**src/rtl/dma_axi_wr_master.sv**
```systemverilog
// AXI4 write master for the DMA: forwards streamer requests onto AW, streams
// buffer data onto W using a small burst queue, and retires B responses.
`ifndef DMA_ADDR_WIDTH
`define DMA_ADDR_WIDTH 32
`endif
`ifndef DMA_DATA_WIDTH
`define DMA_DATA_WIDTH 32
`endif

module dma_axi_wr_master #(
    parameter int ADDR_WIDTH      = `DMA_ADDR_WIDTH,
    parameter int DATA_WIDTH      = `DMA_DATA_WIDTH,
    parameter int MAX_OUTSTANDING = 4
) (
    input  logic                    clk,
    input  logic                    rst,
    input  logic                    req_valid_i,
    input  logic [ADDR_WIDTH-1:0]   req_addr_i,
    input  logic [7:0]              req_alen_i,
    input  logic [2:0]              req_size_i,
    input  logic [DATA_WIDTH/8-1:0] req_strb_i,
    input  logic                    req_mode_i,
    output logic                    req_ready_o,
    input  logic                    dma_abort_i,
    input  logic                    err_clr_i,
    input  logic [DATA_WIDTH-1:0]   buf_data_i,
    input  logic                    buf_valid_i,
    output logic                    buf_ready_o,
    output logic [ADDR_WIDTH-1:0]   awaddr_o,
    output logic [7:0]              awlen_o,
    output logic [2:0]              awsize_o,
    output logic [1:0]              awburst_o,
    output logic                    awvalid_o,
    input  logic                    awready_i,
    output logic [DATA_WIDTH-1:0]   wdata_o,
    output logic [DATA_WIDTH/8-1:0] wstrb_o,
    output logic                    wlast_o,
    output logic                    wvalid_o,
    input  logic                    wready_i,
    input  logic [1:0]              bresp_i,
    input  logic                    bvalid_i,
    output logic                    bready_o,
    output logic                    idle_o,
    output logic                    err_o
);

    localparam int SW = DATA_WIDTH / 8;
    localparam int OW = $clog2(MAX_OUTSTANDING + 1);
    localparam int PW = $clog2(MAX_OUTSTANDING);
    localparam logic [OW-1:0] OUT_MAX = OW'(MAX_OUTSTANDING);

    typedef enum logic {W_IDLE, W_DATA} w_state_e;

    w_state_e        state_q, state_d;
    logic [7:0]      beat_cnt_q, beat_cnt_d;
    logic [SW-1:0]   cur_strb_q, cur_strb_d;
    logic [OW-1:0]   outst_q, outst_d;
    logic [PW:0]     wr_ptr_q, wr_ptr_d, rd_ptr_q, rd_ptr_d;
    logic            err_q, err_d;

    logic [7:0]      alen_mem [MAX_OUTSTANDING];
    logic [SW-1:0]   strb_mem [MAX_OUTSTANDING];

    logic            q_empty, q_full, can_issue, aw_hs, b_hs, w_hs, pop;

    // Extra pointer bit distinguishes full from empty.
    assign q_empty = (wr_ptr_q == rd_ptr_q);
    assign q_full  = (wr_ptr_q[PW] != rd_ptr_q[PW]) &&
                     (wr_ptr_q[PW-1:0] == rd_ptr_q[PW-1:0]);

    // AW is a zero-latency pass-through; the streamer holds the request.
    assign can_issue   = ~dma_abort_i & (outst_q < OUT_MAX) & ~q_full;
    assign awvalid_o   = req_valid_i & can_issue;
    assign awaddr_o    = req_addr_i;
    assign awlen_o     = req_alen_i;
    assign awsize_o    = req_size_i;
    assign awburst_o   = {1'b0, req_mode_i};
    assign aw_hs       = awvalid_o & awready_i;
    assign req_ready_o = aw_hs;

    assign bready_o = (outst_q != '0);
    assign b_hs     = bvalid_i & bready_o;

    assign wdata_o = buf_data_i;
    assign wstrb_o = cur_strb_q;
    assign w_hs    = wvalid_o & wready_i;

    always_comb begin
        state_d     = state_q;
        beat_cnt_d  = beat_cnt_q;
        cur_strb_d  = cur_strb_q;
        pop         = 1'b0;
        wvalid_o    = 1'b0;
        buf_ready_o = 1'b0;
        wlast_o     = 1'b0;
        case (state_q)
            W_IDLE: begin
                if (!q_empty) begin
                    pop        = 1'b1;
                    beat_cnt_d = alen_mem[rd_ptr_q[PW-1:0]];
                    cur_strb_d = strb_mem[rd_ptr_q[PW-1:0]];
                    state_d    = W_DATA;
                end
            end
            W_DATA: begin
                wvalid_o    = buf_valid_i;
                buf_ready_o = wready_i;
                wlast_o     = (beat_cnt_q == 8'd0);
                if (w_hs) begin
                    if (beat_cnt_q != 8'd0) begin
                        beat_cnt_d = beat_cnt_q - 8'd1;
                    end else if (!q_empty) begin
                        // Chain straight into the next queued burst.
                        pop        = 1'b1;
                        beat_cnt_d = alen_mem[rd_ptr_q[PW-1:0]];
                        cur_strb_d = strb_mem[rd_ptr_q[PW-1:0]];
                    end else begin
                        state_d = W_IDLE;
                    end
                end
            end
            default: state_d = W_IDLE;
        endcase
    end

    always_comb begin
        wr_ptr_d = wr_ptr_q + (PW+1)'(aw_hs);
        rd_ptr_d = rd_ptr_q + (PW+1)'(pop);
        outst_d  = outst_q;
        case ({aw_hs, b_hs})
            2'b10:   outst_d = outst_q + OW'(1);
            2'b01:   outst_d = outst_q - OW'(1);
            default: outst_d = outst_q;
        endcase
        // A new error in the same cycle as the clear takes priority.
        err_d = (err_q & ~err_clr_i) | (b_hs & (bresp_i != 2'b00));
    end

    assign idle_o = (outst_q == '0) & q_empty & (state_q == W_IDLE) & ~awvalid_o;
    assign err_o  = err_q;

    always_ff @(posedge clk or posedge rst) begin
        if (rst) begin
            state_q    <= W_IDLE;
            beat_cnt_q <= '0;
            cur_strb_q <= '0;
            outst_q    <= '0;
            wr_ptr_q   <= '0;
            rd_ptr_q   <= '0;
            err_q      <= 1'b0;
        end else begin
            state_q    <= state_d;
            beat_cnt_q <= beat_cnt_d;
            cur_strb_q <= cur_strb_d;
            outst_q    <= outst_d;
            wr_ptr_q   <= wr_ptr_d;
            rd_ptr_q   <= rd_ptr_d;
            err_q      <= err_d;
        end
    end

    always_ff @(posedge clk) begin
        if (aw_hs) begin
            alen_mem[wr_ptr_q[PW-1:0]] <= req_alen_i;
            strb_mem[wr_ptr_q[PW-1:0]] <= req_strb_i;
        end
    end

endmodule

```
**config.mk**
```make
export PLATFORM = sky130hd
export DESIGN_NAME = dma_axi_wr_master
export DESIGN_NICKNAME = d
export VERILOG_FILES = /design/src/rtl/dma_axi_wr_master.sv
export SDC_FILE = /design/constraint.sdc
export NUM_CORES = 1
export LEC_CHECK = 0
export CORE_MARGIN = 10
export CORE_UTILIZATION = 44
export DETAILED_ROUTE_END_ITERATION = 8
export PLACE_DENSITY_LB_ADDON = 0.3
export SYNTH_ARGS = -nofsm -noshare
export SYNTH_HDL_FRONTEND = slang
export SYNTH_SLANG_ARGS = --single-unit
```
**constraint.sdc**
```tcl
create_clock -name clk -period 6 [get_ports clk]
set_input_delay 0.6 -clock clk [delete_from_list [all_inputs] [get_ports clk]]
set_output_delay 0.6 -clock clk [all_outputs]
set_load 0.02 [all_outputs]
```
==> results.sh <==
export IMPL_status="finished clean"
export IMPL_slew_headroom=0.257
export IMPL_finalCritPeriodShare=0.575
export IMPL_ir_drop_mv=0.155
export IMPL_cts_buffers=9
export IMPL_combPwrFrac=0.196
export IMPL_numPortBuffers=42
export IMPL_setup_viol=0
export IMPL_crit_path_max_incr_delay_ps=890
export IMPL_p_switching_uw=371
export IMPL_grt_pass1_vias=2107
export IMPL_synth_simple_area_share=0.0803
export IMPL_synth_fa_ha_area_frac=0.0289
export IMPL_vias_per_cell=5.42
export IMPL_power_leakage_nw=1.47
export IMPL_wl_per_cell_um=23.8
export IMPL_drive_above_1_share=0.172
export IMPL_synth_area_um2=3720
export IMPL_final_antenna_net_count=0
export IMPL_avgSynthCellArea_um2=13.4
export IMPL_post_cts_resized=0
export IMPL_crit_family="flip-flops"
export IMPL_finalHoldViolations=0
export IMPL_clockBufferDepth=2
export IMPL_yosysSeqAreaShare=0.542
export IMPL_cts_hold_buf=0
export IMPL_maxCapViolCount=0
export IMPL_critPathBufInv=2
export IMPL_synth_top_family_by_area="buffers and inverters"
export IMPL_layout_nets=350
export IMPL_layout_common_cells="edfxtp_1 (48), clkdlybuf4s50_1 (42), dfrtp_1 (23)"
export IMPL_drt_iter0_markers=76
export IMPL_drcViolationCount=0
export IMPL_power_density_nw_per_um2=344
export IMPL_grt_pass1_wl_mm=12.9
export IMPL_grt_max_degree=24
export IMPL_crit_chain="xnor2_1 > a311oi_1 > nand2_1 > inv_1 > clkdlybuf4s50_1"
export IMPL_power_internal_uw=982
export IMPL_vias=1958
export IMPL_first_pass_iters=4
export IMPL_fmax_mhz=290
export IMPL_p_sw_frac=0.274
export IMPL_synth_compound_area_frac=0.0618
export IMPL_grt_total_usage=0.134
export IMPL_synthArstFlopShare=0.324
export IMPL_root_buffer="clkbuf_8"
export IMPL_worstPathRequired_ps=5400
export IMPL_power_frac_seq=0.473
export IMPL_synth_ff_type="edfxtp_1"
export IMPL_syn2layout_area_growth_pct=5.48
export IMPL_hp_class="reg -> reg"
export IMPL_clock_power_share=0.331
export IMPL_ys_warn_count=0
export IMPL_skew_ps=6.66
export IMPL_dieArea_um2=12500
export IMPL_min_period_ps=3450
export IMPL_overflow=0
export IMPL_routed_wirelength_mm=8.58
export IMPL_antenna_found_initial=0
export IMPL_crit_type="reg -> out"
export IMPL_clkTransAtPathRegs_ps=70
export IMPL_cts_setup_buffers=0
export IMPL_ctsHtreeMaxLevel=3
export IMPL_clock_sinks=71
export IMPL_coreArea_um2=8220
export IMPL_dieHeight_um=112
export IMPL_cp_max_fo=14
export IMPL_rows=33
export IMPL_synth_edf_count=48
export IMPL_start_kind="flop"
export IMPL_worstPathArrival_ps=2850
export IMPL_antenna_cells=0
export IMPL_synthXorXnorAreaFrac=0.0212
export IMPL_die_x_um=112
export IMPL_clock_latency_ps=340
export IMPL_final_common_cell="edfxtp_1"
export IMPL_initial_core_util=0.453
export IMPL_crit_path_end_kind="output pin"
export IMPL_crit_slowest_cell="dfrtp_1"
export IMPL_rsz0062_at_grt="no"
export IMPL_cts_tree="yes"
export IMPL_dpl_hpwl_mm=6.73
export IMPL_slew_violations=0
export IMPL_utilization=0.478
export IMPL_gp_congestion=0.835
export IMPL_ys_ff_latch=71
export IMPL_tightest_slew_ps=1110
export IMPL_ys_types=50
export IMPL_synthMuxAreaShare=0.0914
export IMPL_synth_nets=376
export IMPL_synthCells=277
export IMPL_ios=180
export IMPL_finalSetupTns_ps=0
layer usage:
layer | share of wire | routed length, um | vias to the layer above | track usage
met3 | 0.12 | 1020 | 32 | 0.0741
li1 | - | - | 884 | -
met1 | 0.31 | 2690 | 916 | 0.124
met5 | 0 | 0 | - | 0.0118
met4 | 0.051 | 439 | 0 | 0.0804
met2 | 0.52 | 4420 | 126 | 0.225
logic make-up after synthesis:
| kind of cell | after synthesis |
|---|---|
| buffers and inverters | 93 |
| flip-flops | 71 |
| AND/OR/NAND/NOR | 50 |
| AO/OA/AOI/OAI | 28 |
| multiplexers | 17 |
| XOR/XNOR | 9 |
| adder cells (fa/ha/maj) | 8 |
| other | 1 |
metrics by stage:
step | setup WS [ps] | instance area (um2) | total power, mW | instances | hold slack [ps]
2_1_floorplan | 2940 | 3720 | 0.898 | 277 | 446
3_3_place_gp | 2900 | 3690 | 0.908 | 345 | 484
3_5_place_dp | 2840 | 3690 | 0.916 | 345 | 495
4_1_cts | 2480 | 3930 | 1.37 | 361 | 506
5_1_grt | 2300 | 3930 | 1.43 | 361 | 523
6_report | 2550 | 3930 | 1.35 | 361 | 502
final timing paths:
kind | startpoint | slack (ps) | depth (start not counted) | end
min reg2reg | outst_q[0] | 500 | 1 | outst_q[0]
max reg2reg | rd_ptr_q[0] | 2940 | 4 | strb_mem[3][0]
min | outst_q[0] | 500 | 1 | outst_q[0]
max | rd_ptr_q[0] | 2550 | 5 | req_ready_o
max in group asynchronous | rst | 4690 | 2 | wstrb_o[1]
min in group asynchronous | rst | 750 | 2 | err_o
power by group through the flow:
stage / sequential (mW) / clock, mW / combinational (mW)
finish: 0.639 / 0.448 / 0.266
global route: 0.649 / 0.483 / 0.298
CTS: 0.639 / 0.459 / 0.268
detailed placement: 0.650 / 0 / 0.267
global placement: 0.648 / 0 / 0.260
floorplan: 0.635 / 0 / 0.264
cell type report:
type	count	area [um2]
Clock buffer	9	124
Timing Repair Buffer	45	443
Tap cell	105	131
Fill cell	701	4290
Sequential cell	71	2020
Multi-Input combinational cell	113	1060
Inverter	11	41.3
Clock inverter	7	111
registers in the layout, summed over array words and instances (netlist names):
name,flops
alen_mem,32
beat_cnt_q,8
err_o,1
outst_q,3
rd_ptr_q,3
state_q,1
strb_mem,16
wr_ptr_q,3
wstrb_o,4
synth_stat cells (all sizes together), types with 3 or more instances:
library cell  instances  area share
buf                  79        0.16
edfxtp               48        0.39
dfrtp                23        0.15
mux4                 12       0.073
inv                  11       0.011
nor2                 11       0.011
ha                    7       0.024
and3                  6       0.010
o21ai                 6       0.011
nor3                  5      0.0067
xor2                  5       0.012
a211oi                4      0.0081
and2                  4      0.0067
mux2                  4       0.016
nand2                 4      0.0040
nand3                 4      0.0087
o221a                 4       0.012
xnor2                 4      0.0094
clkbuf                3      0.0030
nor4                  3      0.0050
No activity file was read; power rests on OpenSTA's default activity.
==> patch (same settings) <==
Register the output `err_o` once more, without a reset; this adds one clock of latency there. The other outputs are not delayed to match.
--- a/src/rtl/dma_axi_wr_master.sv
+++ b/src/rtl/dma_axi_wr_master.sv
@@ -138,5 +138,7 @@
 
     assign idle_o = (outst_q == '0) & q_empty & (state_q == W_IDLE) & ~awvalid_o;
-    assign err_o  = err_q;
+    always_ff @(posedge clk) begin
+        err_o <= err_q;
+    end
 
     always_ff @(posedge clk or posedge rst) begin
Function: changed (a bounded check fails within 4 cycles, from zero or initial values and one cycle with rst high).
==> patch against the original RTL <==
Synthesized cell count is 0.36% higher. Power is 5.8% lower. Utilization is 0.60 points lower. Design area is 0.76% lower. Final cell count is 0.28% higher. Sequential cell count is 1 higher. Routed wire length is 2.2% lower. Setup slack better by 0.00076 ns. Synthesized area is 0.54% higher. Largest power group unchanged. Highest routed layer unchanged.
==> patch: results (changes against the original RTL) <==
slew_headroom: 0.2668  # +0.009419
dp.cells: 346  # +0.29%
syn_nets: 377  # +0.27%
ys_seq_area_frac: 0.5441  # +0.002451
instances_no_fill: 362  # +0.28%
dp_hpwl_um: 6529  # -3.0%
gp_congestion: 0.8218  # -1.6%
io_buffers: 42  # unchanged
p_leak_nw: 1.447  # -1.4%
dp_slack_ns: 2.836  # -0.001460 ns
wl_um: 8391  # -2.2%
clk_pin_slew_ns: 0.09  # +0.02 ns
num-fill-cells: 745  # +6.3%
drt-initial-drc-count: 90  # +18%
dr_wl_met3_um: 983  # -3.8%
peakVddDrop_mv: 0.1636  # +5.4%
outcome: "finished clean"
vias: 1986  # +1.4%
m1WireLength_um: 2852  # +6.0%
postLayoutCellArea_sq_um: 3897  # -0.76%
muxShareOfSynthArea: 0.09091  # -0.0004888
synth.distinct_cells: 51  # +2.0%
synthAdderAreaFrac: 0.02874  # -0.0001545
synthArstFlopShare: 0.3194  # -0.004499
drive_gt1_frac: 0.1790  # +0.007113
synth_compound_area_frac: 0.06150  # -0.0003306
grt_pass1_wl_um: 12550  # -2.6%
first_global_vias: 2047  # -2.8%
layout.nets: 351  # +0.29%
place_area_sq_um: 3712  # +0.54%
grt.total_usage: 0.1289  # -0.004918
synthTopCellsByArea: "edfxtp_1 39%, buf_4 15%, dfrtp_1 15%"
[patch: changes by cell type in the layout (fill, tap and decap cells not counted), sizes merged]
cell,unedited run,this run
bufinv,3,0
clkinv,4,1
clkinvlp,0,2
dfxtp,0,1
inv,11,15
[patch: layout make-up]
cell class                      instances  area share
Clock buffer                            9     0.03178
Clock inverter                          7     0.01573
Inverter                               11     0.01059
Multi-Input combinational cell        113      0.2719
Sequential cell                        72      0.5226
Tap cell                              105     0.03371
Timing Repair Buffer                   45      0.1136
[patch: cell families after synthesis]
logic type / after synthesis
mux: 17
buf+inv: 93
simple gates: 50
compound gates: 28
flops: 72
other cells: 1
xor+xnor: 9
fa+ha+maj: 8
[patch: power by group]
part           leakage (nW)  switching, W  internal (W)
Clock                0.0888      0.000204      0.000158
Sequential            0.724     0.0000599      0.000588
Combinational         0.634      0.000137      0.000129
[patch: path summary, 6_finish.rpt]
| check | from | to | slack, ns | cells past startpoint |
|---|---|---|---|---|
| setup reg to reg | rd_ptr_q[0] | alen_mem[3][7] | 2.96 | 4 |
| setup / recovery | rd_ptr_q[0] | req_ready_o | 2.55 | 5 |
| hold reg to reg | err_q | err_o | 0.37 | 0 |
| min in group asynchronous | rst | err_q | 0.74 | 2 |
| max in group asynchronous | rst | beat_cnt_q[7] | 4.69 | 2 |
| hold / removal | err_q | err_o | 0.37 | 0 |
[patch: metal layers]
layer | up-vias | GRT usage
met4 | 0 | 0.07530
met5 | - | 0.007843
met1 | 962 | 0.1276
met2 | 105 | 0.2148
met3 | 30 | 0.06283
li1 | 889 | -
[patch: worst register-to-register path: stages, from the launching register on]
cell	delay [ns]
dfrtp_1	0.88
xnor2_1	0.20
a311oi_1	0.44
nand2_1	0.24
nor2_1	0.89
